<file path="src/rtl/ifu_fetch.sv">
// Instruction fetch unit: keeps one memory request in flight, holds each fetched word
// until downstream takes it, and handles redirects by dropping stale responses.
module ifu_fetch #(
    parameter logic [31:0] RESET_PC = 32'h8000_0000
) (
    input  logic        clk,
    input  logic        rst,
    output logic        mem_req_valid,
    input  logic        mem_req_ready,
    output logic [31:0] mem_req_addr,
    input  logic        mem_rsp_valid,
    output logic        mem_rsp_ready,
    input  logic [31:0] mem_rsp_data,
    input  logic        mem_rsp_err,
    input  logic        redirect_valid,
    input  logic [31:0] redirect_pc,
    output logic        inst_valid,
    input  logic        inst_ready,
    output logic [31:0] inst,
    output logic [31:0] inst_pc,
    output logic        inst_err
);

    // state | meaning
    // IDLE  | first cycle after reset, nothing issued
    // REQ   | presenting request at pc
    // WAIT  | request accepted, awaiting response
    // HOLD  | fetched word offered downstream
    // DROP  | awaiting a response made stale by a redirect
    typedef enum logic [2:0] {
        S_IDLE = 3'd0,
        S_REQ  = 3'd1,
        S_WAIT = 3'd2,
        S_HOLD = 3'd3,
        S_DROP = 3'd4
    } state_t;

    state_t      r_state;
    state_t      w_state_nxt;
    logic [31:0] r_pc;
    logic [31:0] r_inst;
    logic [31:0] r_inst_pc;
    logic        r_inst_err;
    logic        r_inst_valid;

    logic        w_req_hs;
    logic        w_rsp_hs;
    logic        w_inst_hs;
    logic        w_fetch_done;
    logic [31:0] w_redirect_pc;

    assign mem_req_valid = (r_state == S_REQ);
    assign mem_rsp_ready = (r_state == S_WAIT) || (r_state == S_DROP);
    assign mem_req_addr  = r_pc;

    assign inst_valid = r_inst_valid;
    assign inst       = r_inst;
    assign inst_pc    = r_inst_pc;
    assign inst_err   = r_inst_err;

    assign w_req_hs      = mem_req_valid & mem_req_ready;
    assign w_rsp_hs      = mem_rsp_valid & mem_rsp_ready;
    assign w_inst_hs     = r_inst_valid & inst_ready;
    assign w_fetch_done  = (r_state == S_WAIT) && w_rsp_hs && !redirect_valid;
    assign w_redirect_pc = redirect_pc & 32'hFFFF_FFFC;

    always_ff @(posedge clk or posedge rst) begin
        if (rst) begin
            r_state <= S_IDLE;
        end else begin
            r_state <= w_state_nxt;
        end
    end

    always_comb begin
        w_state_nxt = r_state;
        case (r_state)
            S_IDLE: w_state_nxt = S_REQ;
            S_REQ: begin
                if (w_req_hs) begin
                    w_state_nxt = redirect_valid ? S_DROP : S_WAIT;
                end
            end
            S_WAIT: begin
                if (redirect_valid) begin
                    w_state_nxt = w_rsp_hs ? S_REQ : S_DROP;
                end else if (w_rsp_hs) begin
                    w_state_nxt = S_HOLD;
                end
            end
            S_HOLD: begin
                if (redirect_valid || w_inst_hs) begin
                    w_state_nxt = S_REQ;
                end
            end
            // A response consumed here retires the stale request even if a new redirect
            // arrives in the same cycle; otherwise we would wait for a response never coming.
            S_DROP: begin
                if (w_rsp_hs) begin
                    w_state_nxt = S_REQ;
                end
            end
            default: w_state_nxt = S_IDLE;
        endcase
    end

    always_ff @(posedge clk or posedge rst) begin
        if (rst) begin
            r_pc         <= RESET_PC & 32'hFFFF_FFFC;
            r_inst       <= 32'h0;
            r_inst_pc    <= 32'h0;
            r_inst_err   <= 1'b0;
            r_inst_valid <= 1'b0;
        end else begin
            if (redirect_valid) begin
                r_pc <= w_redirect_pc;
            end else if (w_fetch_done) begin
                r_pc <= r_pc + 32'd4;
            end

            if (w_fetch_done) begin
                r_inst       <= mem_rsp_data;
                r_inst_pc    <= r_pc;
                r_inst_err   <= mem_rsp_err;
                r_inst_valid <= 1'b1;
            end else if ((r_state == S_HOLD) && (redirect_valid || inst_ready)) begin
                r_inst_valid <= 1'b0;
            end
        end
    end

endmodule

</file>
<file path="config.mk">
export PLATFORM = sky130hd
export DESIGN_NAME = ifu_fetch
export DESIGN_NICKNAME = d
export VERILOG_FILES = /design/src/rtl/ifu_fetch.sv
export SDC_FILE = /design/constraint.sdc
export NUM_CORES = 1
export LEC_CHECK = 0
export ABC_AREA = 1
export CAP_MARGIN = 15
export CORE_MARGIN = 5
export CORE_UTILIZATION = 42
export CTS_BUF_LIST = sky130_fd_sc_hd__clkbuf_4 sky130_fd_sc_hd__clkbuf_8
export CTS_CLUSTER_DIAMETER = 100
export DETAILED_ROUTE_END_ITERATION = 6
export HOLD_SLACK_MARGIN = 0.1
export PLACE_DENSITY = 0.78
export SYNTH_ARGS = -nofsm -noshare
export SYNTH_HDL_FRONTEND = slang
export SYNTH_SLANG_ARGS = --single-unit
</file>
<file path="constraint.sdc">
create_clock -name clk -period 3.18 [get_ports clk]
set_clock_uncertainty 0.05 [all_clocks]
set_input_delay 0.477 -clock clk [delete_from_list [all_inputs] [get_ports clk]]
set_output_delay 0.477 -clock clk [all_outputs]
set_load 0.05 [all_outputs]
</file>
==> run_results.csv <==
group,metric,value,unit
synthesis,ys_ff_latch,97,
run_status,status,"finished clean",
grt,grt_pass1_vias,4314,
timing,rsz0062_at_grt,"false",
critical_path,regToRegSetupSlack,1.28,ns
power,p_leak,3.24,nW
clock_network,cts_tree,"yes",
synthesis,synth_top_area_frac,0.491,
die,ioPinCount,171,
critical_path,cp-end-kind,"output port",
synthesis,synth.area.mux_share,0,
place,numPortBuffers,164,
cells_and_area,mostFrequentLayoutCells,"290 x nand2_1, 164 x clkdlybuf4s50_1, 96 x dfrtp_1",
route,vias,4767,
route,avgViaCountPerCell,4.86,
synthesis,synth_top_family_by_area,"simple AND/OR/NAND/NOR gates",
synthesis,ys_warn_count,0,
timing,setup_tns,0,ns
clock_network,cts.path.max_buffers,2,
grt,track_usage,0.202,
timing,fin_ws,0.610,ns
clock_network,cts_hold_buf,0,
grt,grt_max_degree,88,
timing,relSlewSlack,0.628,
cells_and_area,drive_above_1_share,0.0490,
die,num_rows,39,
die,die_y,118,microns
synthesis,netlist_area,4890,sq um
route,first_pass_iters,5,
timing,period_needed,2.57,ns
clock_network,clk-insertion-delay-late,0.37,ns
clock_network,post_cts_buffers,0,
cells_and_area,area_growth,39.3,%
synthesis,synth_xor_area_frac,0,
timing,max_slew.worst_pin.slew,0.556,ns
synthesis,synthTopCellsByArea,"dfrtp_1 49%, nand2_1 22%, nor2_1 6.7%, nand3_1 3.9%, inv_1 3.4%",
clock_network,cts-buffers-inserted,9,
route,drc_errors,0,
power,peakVddDrop,0.000710,V
critical_path,crit_fanout,5,
critical_path,worst_ep_required_time,2.65,ns
timing,drv_slew,0,
route,first_iter_violations,460,
critical_path,path_class,"flip-flop to output port",
grt,grt_pass1_wl,22800,microns
min_path,hp-class,"input port to async pin",
cells_and_area,diodes,0,
clock_network,cts-root-buf,"clkbuf_8",
power,power_density,926,nW/um^2
die,initial_core_util,0.428,
clock_network,clkTransAtPathRegs,0.10,ns
route,routed_wl,14400,microns
timing,timing.fmax,389,MHz
synthesis,yosys.area_share.simple,0.360,
synthesis,ys_seq_area_frac,0.497,
synthesis,synth_compound_area_frac,0.0683,
route,wire_per_inst,14.6,microns
synthesis,synthAdderAreaFrac,0.00256,
grt,grt.overflow.total,0,
flow_run,drv_cap,0,
timing,period_share,0.808,
place,gp_congestion,0.937,
synthesis,syn_area_per_cell,7.24,sq um
critical_path,start_kind,"flip-flop",
place,dp_hpwl,10800,microns
synthesis,synth.distinct_cells,30,
cells_and_area,mostFrequentLayoutCell,"nand2_1",
synthesis,netlist_instances,675,
timing,hold_violations,0,
die,die_x,118,microns
timing,setup_viol,0,
route,ant_nets,0,
die,coreArea,11400,sq um
clock_network,clock-sinks,97,
cells_and_area,nets,904,
die,die_area,13900,sq um
clock_network,cts-htree-levels,3,
place,post-place-ws,0.982,ns
grt,grt_antenna_before_repair,0,
synthesis,synth_top_area_cell,"dfrtp_1",
clock_network,post_cts_resized,0,
critical_path,arrival,2.04,ns
==> stage by stage <==
step / power, W / area [sq um] / utilization / cells / hold slack (ns)
after global routing: 0.00663 / 6810 / 0.596 / 980 / 0.451
after global placement: 0.00552 / 6620 / 0.580 / 964 / 0.402
after detailed placement: 0.00557 / 6620 / 0.580 / 964 / 0.407
final: 0.00631 / 6810 / 0.596 / 980 / 0.426
after CTS: 0.00635 / 6810 / 0.596 / 980 / 0.432
after floorplan: 0.00430 / 4900 / - / 678 / 0.473
==> layer usage <==
metal,part of all wire,track usage,up-vias
met5,0,0,-
met4,0.027,0.0695,0
met3,0.059,0.0360,26
met2,0.46,0.306,168
met1,0.46,0.292,2165
li1,-,-,2408
==> final timing paths <==
kind,startpoint,to,cells past startpoint
setup / recovery,r_state[1]$_DFFE_PP0P_,mem_req_valid,2
hold / removal,rst,inst[31]$_DFFE_PP0P_,2
setup reg to reg,mem_req_addr[3]$_DFFE_PP0P_,mem_req_addr[20]$_DFFE_PP0P_,10
hold reg to reg,inst[4]$_DFFE_PP0P_,inst[4]$_DFFE_PP0P_,2
max in group asynchronous,rst,inst_pc[11]$_DFFE_PP0P_,3
min in group clk,inst[4]$_DFFE_PP0P_,inst[4]$_DFFE_PP0P_,2
==> final cells by class <==
class / instances / area, sq um
tap: 143 / 179
clock buffer: 10 / 138
fill: 1087 / 4610
multi-input combinational: 505 / 2120
inverter: 47 / 179
sequential: 97 / 2430
timing repair buffer: 172 / 1710
clock inverter: 6 / 48.8
==> critical path: stages, from the launching register on <==
cell and delay [ns]:
dfrtp_1 0.44, nor3_1 0.35, clkdlybuf4s50_1 0.88
==> cell families after synthesis <==
kind of cell / after synthesis
adders and majority gates: 1
buffers and inverters: 76
other: 1
and+or+nand+nor: 436
AOI/OAI and AO/OA: 64
DFF: 97
==> Yosys cell counts <==
master	instances
ha_1	1
nand3b_1	1
nor2_1	87
nand3_2	1
clkbuf_1	2
o22ai_1	3
nand2_1	290
a211oi_1	1
buf_6	3
nand4_1	3
and2_1	1
buf_1	1
a21oi_1	10
dfstp_2	1
inv_2	3
a31oi_1	2
nor2_2	4
o21ai_1	27
nor3_1	4
conb_1	1
o21ai_0	19
nand2_4	1
buf_2	18
dfrtp_1	96
nor2_4	4
o211ai_1	2
buf_4	5
nand2_2	2
inv_1	44
nand3_1	38
==> sequential cells by signal, indices dropped and copies added, names as in the netlist <==
name / flops
inst: 32
inst_err: 1
inst_pc: 30
inst_valid: 1
mem_req_addr: 30
r_state: 3
==> power breakdown <==
part | internal (W) | switching, W | leakage, nW
clock network | 0.000316 | 0.000461 | 0.0912
registers | 0.00168 | 0.000319 | 1.21
logic | 0.00111 | 0.00242 | 1.94
total | 0.00311 | 0.00320 | 3.24
Power figures use the tool's default switching activity.
